<file path="src/rtl/cacheline_arbiter_pkg.sv">
// arbiter_pkg: shared types for the cacheline arbiter
package arbiter_pkg;
   typedef enum logic [1:0] {IDLE, SERVE_I, SERVE_D} arb_state_t;
   typedef enum logic {REQ_I, REQ_D} req_id_t;
   typedef enum logic {OP_READ, OP_WRITE} mem_op_t;
endpackage

</file>
<file path="src/rtl/cacheline_arbiter_rr_pick2.sv">
// rr_pick2: two-way round-robin selector favouring the requester not granted last
module rr_pick2 (
   input  logic req_i,
   input  logic req_d,
   input  logic last_grant,
   output logic winner,
   output logic valid
);
   import arbiter_pkg::*;
   // on a tie the side that did not win last time goes next
   always_comb begin
      winner = (req_i && req_d) ? ((last_grant == REQ_I) ? REQ_D : REQ_I) : (req_d ? REQ_D : REQ_I);
      valid  = req_i | req_d;
   end
endmodule

</file>
<file path="src/rtl/cacheline_arbiter.sv">
// cacheline_arbiter: shares one physical-memory cacheline port between I-cache and D-cache
module cacheline_arbiter #(
   parameter int ADDR_W = 32,
   parameter int LINE_W = 256
) (
   input  logic              clk,
   input  logic              rst,
   input  logic              i_pmem_read,
   input  logic              i_pmem_write,
   input  logic [ADDR_W-1:0] i_pmem_address,
   input  logic [LINE_W-1:0] i_pmem_wdata,
   output logic [LINE_W-1:0] i_pmem_rdata,
   output logic              i_pmem_resp,
   input  logic              d_pmem_read,
   input  logic              d_pmem_write,
   input  logic [ADDR_W-1:0] d_pmem_address,
   input  logic [LINE_W-1:0] d_pmem_wdata,
   output logic [LINE_W-1:0] d_pmem_rdata,
   output logic              d_pmem_resp,
   output logic              mem_read,
   output logic              mem_write,
   output logic [ADDR_W-1:0] mem_address,
   output logic [LINE_W-1:0] mem_wdata,
   input  logic [LINE_W-1:0] mem_rdata,
   input  logic              mem_resp
);
   import arbiter_pkg::*;

   arb_state_t        state;
   req_id_t           last_grant;
   mem_op_t           cmd_op;
   logic [ADDR_W-1:0] cmd_addr;
   logic [LINE_W-1:0] cmd_wdata;
   logic              win;
   logic              win_valid;
   req_id_t           win_id;
   mem_op_t           win_op;

   rr_pick2 u_pick (
      .req_i      (i_pmem_read | i_pmem_write),
      .req_d      (d_pmem_read | d_pmem_write),
      .last_grant (last_grant),
      .winner     (win),
      .valid      (win_valid)
   );

   // a requester asserting both strobes is treated as a write
   always_comb begin
      win_id = req_id_t'(win);
      win_op = ((win_id == REQ_I) ? i_pmem_write : d_pmem_write) ? OP_WRITE : OP_READ;
   end

   // grant FSM: latch the winner's command in IDLE, release on mem_resp
   always_ff @(posedge clk or posedge rst) begin
      if (rst) begin
         state      <= IDLE;
         last_grant <= REQ_D;
         cmd_op     <= OP_READ;
         cmd_addr   <= '0;
         cmd_wdata  <= '0;
      end else if (state == IDLE) begin
         if (win_valid) begin
            state      <= (win_id == REQ_I) ? SERVE_I : SERVE_D;
            last_grant <= win_id;
            cmd_op     <= win_op;
            cmd_addr   <= (win_id == REQ_I) ? i_pmem_address : d_pmem_address;
            cmd_wdata  <= (win_id == REQ_I) ? i_pmem_wdata : d_pmem_wdata;
         end
      end else if (mem_resp) begin
         state <= IDLE;
      end
   end

   // downstream command from latched registers; resp routed only to the granted cache
   always_comb begin
      mem_read     = (state != IDLE) && (cmd_op == OP_READ);
      mem_write    = (state != IDLE) && (cmd_op == OP_WRITE);
      mem_address  = cmd_addr;
      mem_wdata    = cmd_wdata;
      i_pmem_resp  = (state == SERVE_I) && mem_resp;
      d_pmem_resp  = (state == SERVE_D) && mem_resp;
      i_pmem_rdata = mem_rdata;
      d_pmem_rdata = mem_rdata;
   end
endmodule

</file>
<file path="config.mk">
export PLATFORM = sky130hd
export DESIGN_NAME = cacheline_arbiter
export DESIGN_NICKNAME = d
export VERILOG_FILES = /design/src/rtl/cacheline_arbiter_pkg.sv /design/src/rtl/cacheline_arbiter_rr_pick2.sv /design/src/rtl/cacheline_arbiter.sv
export SDC_FILE = /design/constraint.sdc
export NUM_CORES = 1
export LEC_CHECK = 0
export ABC_AREA = 1
export BUFFER_PORTS_ARGS = -buffer_cell sky130_fd_sc_hd__buf_4
export CAP_MARGIN = 0
export CORE_AREA = 5 5 641 643
export CTS_CLUSTER_DIAMETER = 40
export DETAILED_ROUTE_END_ITERATION = 7
export DIE_AREA = 0 0 646 648
export GPL_TIMING_DRIVEN = 0
export PLACE_DENSITY = 0.3
export SLEW_MARGIN = 20
export SYNTH_ARGS = -nofsm -noshare
export SYNTH_HDL_FRONTEND = slang
export SYNTH_SLANG_ARGS = --single-unit
</file>
<file path="constraint.sdc">
create_clock -name clk -period 22.8 [get_ports clk]
set_input_delay 1.14 -clock clk [delete_from_list [all_inputs] [get_ports clk]]
set_output_delay 1.14 -clock clk [all_outputs]
set_load 0.02 [all_outputs]
</file>
Yosys cells after proc, flatten, opt, wreduce, memory -nomap -nowiden
Cells that the tools add are included.
- reductions and logical operators: 10
- equality and inequality tests: 3
- bitwise operators: 4
- multiplexer cells: 11
- operators with widths (operator ; count):
    $mux W256 ; 1
    $mux W32 ; 1
    $mux W2 ; 4
    $logic_and A1 B1 Y1 ; 5
    $mux W1 ; 5
    $reduce_and A2 Y1 ; 2
    $reduce_bool A2 Y1 ; 2
    $or A1 B1 Y1 ; 3
    $eq A2 B1 Y1 const B ; 1
    $eq A2 B2 Y1 const B ; 1
    $logic_not A2 Y1 ; 1
    $ne A2 B1 Y1 const B ; 1
    $not A1 Y1 ; 1
- bits of input ports: 839
- register bits: 292
- logic and storage cells: 33

Longest topological paths before layout
Gate-level depths: netlist of the first run.
- word-level depth: 6
- depth in mapped cells: 9
- depth with buffers taken out: 6

Hierarchy
From an unflattened synthesis of the first run, not the netlist that was laid out.
- cells, all modules: 2691
- area total of the unflattened synthesis: 18664.2 sq um
- by module, submodules not included (module ; cells each ; sequential area each (sq um) ; area each (sq um) ; instances):
    cacheline_arbiter ; 2688 ; 7308.3 ; 18649.1 ; 1
    rr_pick2 ; 3 ; 0.0 ; 15.0 ; 1

Worst setup path after synthesis of the first run
OpenSTA, ideal clock, no wires.
- kind: input port to output port
- start: input port mem_resp
- end: output port d_pmem_resp
- cell stages on the path: 2
- data arrival time: 1.626 ns
- path slack: 20.034 ns
- path buffers: 0
- path through: inv_1 nor3_1
- word-level cells in the longest chain between the ends: 1
- ends and longest elaborated chain (item ; RTL line ; RTL):
    start: declaration ; cacheline_arbiter.sv:25 ; input logic mem_resp
    $logic_and A1 B1 Y1 ; cacheline_arbiter.sv:81 ; d_pmem_resp = (state == SERVE_D) && mem_resp;
    end: declaration ; cacheline_arbiter.sv:19 ; output logic d_pmem_resp,
Every way passes these cells.

Worst setup path after layout of the first run
- start: input port d_pmem_read
- end: register cmd_wdata[204] (netlist: mem_wdata[204])
- word-level cells in the longest chain between the ends: 4
- ends and longest elaborated chain (item ; RTL line ; RTL):
    start: declaration ; cacheline_arbiter.sv:14 ; input logic d_pmem_read,
    $or A1 B1 Y1 (*) ; cacheline_arbiter.sv:41 ; .req_d (d_pmem_read | d_pmem_write),
    $mux W1 / $logic_and A1 B1 Y1 (equally long branches) ; cacheline_arbiter_rr_pick2.sv:12 ; winner = (req_i && req_d) ? ((last_grant == REQ_I) ? REQ_D : REQ_I) : (req_d ? REQ_D : REQ_I);
    $mux W1 ; cacheline_arbiter_rr_pick2.sv:12 ;
    $mux W256 ; cacheline_arbiter.sv:67 ; cmd_wdata <= (win_id == REQ_I) ? i_pmem_wdata : d_pmem_wdata;
    end signal: assignment ; cacheline_arbiter.sv:67 ;
    end: declaration ; cacheline_arbiter.sv:33 ; logic [LINE_W-1:0] cmd_wdata;
Every way passes the cells marked *; elsewhere a longest branch is shown, timed or not.
A chain may end at the register's enable or synchronous reset.

==> results of run 1 <==
cell type report:
type | count | area, sq um | area share, %
Tap cell | 5428 | 6790 | 16.6
Buffer | 671 | 4640 | 11.3
Sequential cell | 292 | 7310 | 17.8
Timing Repair Buffer | 1392 | 10600 | 25.8
Inverter | 583 | 2200 | 5.36
Multi-Input combinational cell | 1462 | 6230 | 15.2
Antenna cell | 45 | 113 | 0.275
Clock inverter | 35 | 480 | 1.17
Clock buffer | 126 | 2660 | 6.49
logic make-up after synthesis:
family	count (synthesis)	synth area share, %
DFF	292	35.9
and+or+nand+nor	1457	30.5
buffers and inverters	1254	33.5
AOI/OAI and AO/OA	5	0.129
cells in the final DEF (no fill, tap or decap), types with 2 or more instances in the layout:
master	n
inv_6	2
nand2_1	869
nor2_2	2
clkbuf_1	51
diode_2	45
nand2_2	2
inv_1	580
dfrtp_1	291
buf_2	91
buf_16	5
o21ai_1	2
nor2_1	5
clkbuf_8	23
buf_1	5
bufinv_16	11
buf_4	1913
clkbuf_16	92
nand3_1	577
clkinv_2	17
clkbuf_2	5
clkinvlp_4	3
buf_6	3
nor3_1	2
through the flow:
stage	worst slack [ps]	area [sq um]	hold WS (ps)	instances	utilization [%]
after floorplan	13600	20400	453	3008	-
after global placement	6430	37600	469	9822	9.28
after detailed placement	18680	37700	467	9828	9.32
after CTS	19640	40900	261	9989	10.1
after global routing	19700	40900	318	9997	10.1
final	19850	41000	347	10034	10.1
layer usage:
layer / share of wire, % / track usage [%]
met5: 0.13 / 0
met4: 1.7 / 2.10
met3: 12 / 6.58
met2: 48 / 20.2
met1: 37 / 12.8
worst max-delay path: stages:
cell      delay, ps
buf_4           120
nor2_2          160
inv_4           150
nand2_2         250
buf_4           440
clkbuf_2        410
buf_12          200
nand2_1          70
nand3_1         440
nand2_1         110
power groups by stage:
stage	Combinational, mW	Sequential [mW]	Clock (mW)
after global placement	3.21	0.963	0
after CTS	3.22	0.966	1.40
final	2.99	0.961	1.34
after floorplan	0.882	1.25	0
after global routing	3.32	0.994	1.41
after detailed placement	3.21	0.967	0
sequential cells by signal, indices dropped and copies added, names as in the netlist:
name,flops
cmd_op,1
last_grant,1
mem_address,32
mem_wdata,256
state,2
synthesized netlist by cell type (all sizes together):
cell / number
inv: 583
nor3: 2
dfstp: 1
nand3: 577
nor2: 7
buf: 626
a21oi: 1
o21ai: 3
nand2: 871
clkbuf: 45
o22ai: 1
dfrtp: 291
worst max path at each step:
stage                 start              to
2_1_floorplan           rst          cmd_op
3_3_place_gp            rst  mem_wdata[159]
3_5_place_dp   i_pmem_write  mem_wdata[202]
4_1_cts        i_pmem_write  mem_wdata[202]
5_1_grt        i_pmem_write  mem_wdata[203]
6_report        d_pmem_read  mem_wdata[204]
==> out/metrics.yaml, run 1 <==
start_util_pct: 5.03
ys_seq_area_share_pct: 35.9
max_slew_margin_pct: 42.1
synth-seq-cells: 292
hp-class: "in2async"
drive_gt1_share_pct: 47.7
clkTransAtPathRegs_ps: 50
fmax_mhz: 339
grt_max_degree: 76
grt_pass1_vias: 25888
area_delta_synth_final_pct: 101
synthTopCellsByArea: "dfrtp_1, buf_4, nand2_1"
dr.pass1.iters: 5
yosys_warnings: 0
p_comb_share_pct: 56.5
cts_root_buf: "clkbuf_16"
worstMarginPinSlew_ps: 869
clockBufferDepth: 4
fin_tns_setup_ps: 0
leakagePower_nw: 21.6
overflow: 0
pin_count: 1643
cp.required_ps: 23470
r2r-end: "mem_wdata[204]"
grt_pass1_wl_mm: 313
syn-cell-area_sq_um: 20400
netlist_instances: 3008
irDropWorstVdd_uv: 54.1
p_sw_mw: 2.74
n_fill_cell: 47605
wl_per_cell_um: 25.9
rrSetupSlack_ps: 20110
cts_tree: "done"
synth_cell_type_count: 20
cts_buffers: 92
max_cap_violations: 0
gp_congestion: 0.853
vias_per_cell: 2.49
port_buffers: 1386
dr_total_vias: 24951
cp.arrival_ps: 3610
cts.sinks: 292
synth_top_area_share_pct: 35.8
fin_crit_ps: 2950
core_sq_um: 405000
crit_path_max_fanout: 11
switching_share_pct: 51.8
intPower_mw: 2.55
die_area_sq_um: 419000
maxSlewViolCount: 0
fin_total_pwr_mw: 5.29
die-height_um: 648
postCtsSetupRepairBufs: 0
synth_area_leader_cell: "dfrtp_1"
num-nets-final: 5333
sequentialPowerShare_pct: 18.2
outcome: "finished, final reports clean"
totalWireLength_mm: 260
hold_viol: 0
critical_path_class: "in2reg"
cp-end-kind: "register"
rows: 234
r2r_start: "last_grant"
grt_use_total_pct: 11.8
cts_resized: 0
cts_hold_repair.buffers: 0
critical_path.startpoint_type: "input pin"
hpwlAfterDp_mm: 237
die_w_um: 646
finalCritPeriodShare_pct: 12.9
clkPwrFrac_pct: 25.3
finClkSkew_ps: 58.0
pwr_density_cell_nw_per_um2: 129
rsz0062_at_grt: "no"
antenna_found_initial: 114
clock_latency_ps: 810
drtIter0Drc: 1338
drc: 0
setup_viol: 0
avgSynthCellArea_sq_um: 6.77
worst_r2r_path_depth: 8
ant_nets: 0
htreeDepth: 3
synth_nets: 3847
Power figures use the tool's default switching activity.
==> run 2: changes to the inputs <==
==> constraint.sdc (replaced) <==
create_clock -name clk -period 3 [get_ports clk]
set_input_delay 0.15 -clock clk [delete_from_list [all_inputs] [get_ports clk]]
set_output_delay 0.15 -clock clk [all_outputs]
set_load 0.02 [all_outputs]
==> run 2 against run 1 <==
Cell count grew 5.9%; sequential power grew to 7.6 times the previous value; core utilization grew 1.4 points; count of clock-buffer cells in the layout shrank 9; via count grew 9.4%; highest routed layer unchanged.
==> out/metrics.yaml, run 2 (synthesis gave the netlist of run 1 again) <==
slowest_delay_ps: 680  # +240 ps
cts_buffers: 93  # +1.1%
worst_slack_ps: 122  # -19730 ps
wl_met3_mm: 31.7  # -1.7%
overflow: 0  # unchanged
irDropWorstVdd_uv: 461  # +750%
largest_reg_flops: 256  # unchanged
drc: 0  # unchanged
final_common_cell: "buf_4"
fmax_mhz: 348
highest_layer: "met5"
drive_gt1_share_pct: 42.5  # -5.2 points
grt_use_total_pct: 11.8  # +0.019 points
met1_length_mm: 97.7  # +0.81%
hold_viol: 0  # unchanged
hp-class: "in2reg"
dr.pass1.iters: 5  # unchanged
die_w_um: 646  # unchanged
pin_count: 1643  # unchanged
outcome: "finished, final reports clean"
vias_per_cell: 2.57  # +3.3%
core_sq_um: 405000  # unchanged
antenna_found_initial: 132  # +16%
min-delay-start: "d_pmem_wdata[57]"
intPower_mw: 20.9  # +720%
num-nets-final: 5909  # +11%
cp-end-kind: "register"
totalWireLength_mm: 260  # about the same
cp.required_ps: 3690  # -19780 ps
max_cap_violations: 0  # unchanged
whs_endpoint: "mem_wdata[57]"
dr_total_vias: 27289  # +9.4%
sequentialPowerShare_pct: 17.5  # -0.7 points
die-height_um: 648  # unchanged
hold_depth: 5
clkTransAtPathRegs_ps: 50  # about the same
cts_root_buf: "clkbuf_16"
grt_pass1_vias: 28818  # +11%
cp.arrival_ps: 3570  # -40 ps
rrSetupSlack_ps: 120  # -19990 ps
slowest_stage: "dlygate4sd3_1"
ant_nets: 0  # unchanged
die_area_sq_um: 419000  # unchanged
r2r-end: "mem_wdata[45]"
cts_tree: "done"
postCtsSetupRepairBufs: 0  # unchanged
htreeDepth: 3  # unchanged
area_delta_synth_final_pct: 130
critical_path_class: "reg2reg"
rows: 234  # unchanged
start_util_pct: 5.03  # unchanged
leakagePower_nw: 23.7  # +9.9%
switching_share_pct: 50.2  # -1.6 points
clock_latency_ps: 810  # about the same
maxSlewViolCount: 0  # unchanged
r2r_start: "last_grant"
clockBufferDepth: 4  # unchanged
layout_common_cells: "buf_4, nand2_1, inv_1"
pwr_density_cell_nw_per_um2: 895  # +590%
pre_cts_slack_ps: -66.3  # -18750 ps
rsz0062_at_grt: "yes"
clkPwrFrac_pct: 24.5  # -0.8 points
grt_max_degree: 31  # -59%
hpwlAfterDp_mm: 236  # -0.51%
max_slew_margin_pct: 28.2  # -14 points
fin_total_pwr_mw: 41.9  # +690%
p_sw_mw: 21.0  # +670%
drtIter0Drc: 1302  # -2.7%
crit_path_max_fanout: 10  # -1
setup_viol: 0  # unchanged
wl_met2_mm: 127  # +0.39%
port_buffers: 1386  # unchanged
fin_tns_setup_ps: 0  # unchanged
wl_per_cell_um: 24.5  # -5.5%
cts.sinks: 292  # unchanged
gp_congestion: 0.851  # -0.26%
worst_r2r_path_depth: 8  # unchanged
crit_chain: "o21ai_1, nand2_2, buf_2, buf_2, nand2_1, nand3_1, dlygate4sd3_1, nand2_1"
fin_crit_ps: 2880
critical_path.startpoint_type: "register"
finalCritPeriodShare_pct: 95.9
grt_pass1_wl_mm: 318  # +1.6%
finClkSkew_ps: 54.2  # -3.82 ps
p_comb_share_pct: 58.0  # +1.5 points
n_fill_cell: 47174  # -0.91%
worstMarginPinSlew_ps: 1080  # +209 ps
run 2: cell types whose count changed in the layout (fill, tap and decap cells not counted), sizes merged:
| cell | before | now |
|---|---|---|
| clkinv | 19 | 21 |
| clkbuf | 171 | 162 |
| diode | 45 | 55 |
| dlygate4sd3 | 0 | 570 |
| inv | 585 | 584 |
| clkinvlp | 3 | 14 |
| buf | 2018 | 2023 |
run 2: worst max-delay path by stage:
| stage | start | to | slack, ps | cells past startpoint |
|---|---|---|---|---|
| 2_1_floorplan | rst | cmd_op | -1020 | 1 |
| 3_3_place_gp | rst | mem_address[4] | -4800 | 2 |
| 3_5_place_dp | d_pmem_read | mem_wdata[209] | -70 | 9 |
| 4_1_cts | last_grant | mem_wdata[185] | 20 | 8 |
| 5_1_grt | last_grant | mem_wdata[174] | -10 | 8 |
| 6_report | last_grant | mem_wdata[45] | 120 | 8 |
run 2: critical path, delay by kind of cell, from the launching register on:
family | cells | cell delay, ps
AOI/OAI and AO/OA | 1 | 100
buffers and inverters | 3 | 1590
and+or+nand+nor | 4 | 590
DFF | 1 | 520
run 2: per-stage QoR:
stage               utilization (%)  instance area (sq um)  cells  hold WS, ps
floorplan                         -                  20400   3008          246
global placement               9.28                  37600   9822          381
detailed placement             9.34                  37800   9834          136
CTS                            11.5                  46700  10567        0.835
global route                   11.5                  46700  10574         6.30
finish                         11.6                  46800  10622         24.7
run 2: what timing repair did:
action,CTS,global route
hold buffers,570,0
gates resized for setup,0,4
setup endpoints to repair,1,5
gates cloned,0,0
pin swaps,0,0
endpoints found under the hold margin,398,0
run 2: power groups by stage:
stage	Sequential, mW	Combinational [mW]	Clock, mW
detailed placement	7.37	24.0	0
global placement	7.36	23.9	0
CTS	7.36	26.0	10.8
finish	7.32	24.3	10.3
floorplan	9.51	6.70	0
global route	7.57	26.9	10.9
run 2: cell type report:
cell class	count	area [sq um]	share of cell area, %
timing repair buffer	1968	16400	34.9
sequential	292	7310	15.6
tap	5428	6790	14.5
multi-input combinational	1462	6230	13.3
buffer	670	4640	9.90
clock buffer	117	2570	5.48
inverter	583	2190	4.69
clock inverter	47	614	1.31
antenna	55	138	0.294
run 2: metal layers:
layer / track usage [%] / vias up
li1: - / 12695
met1: 13.1 / 12984
met2: 20.4 / 1288
met3: 6.16 / 276
met4: 1.74 / 46
met5: 0 / -
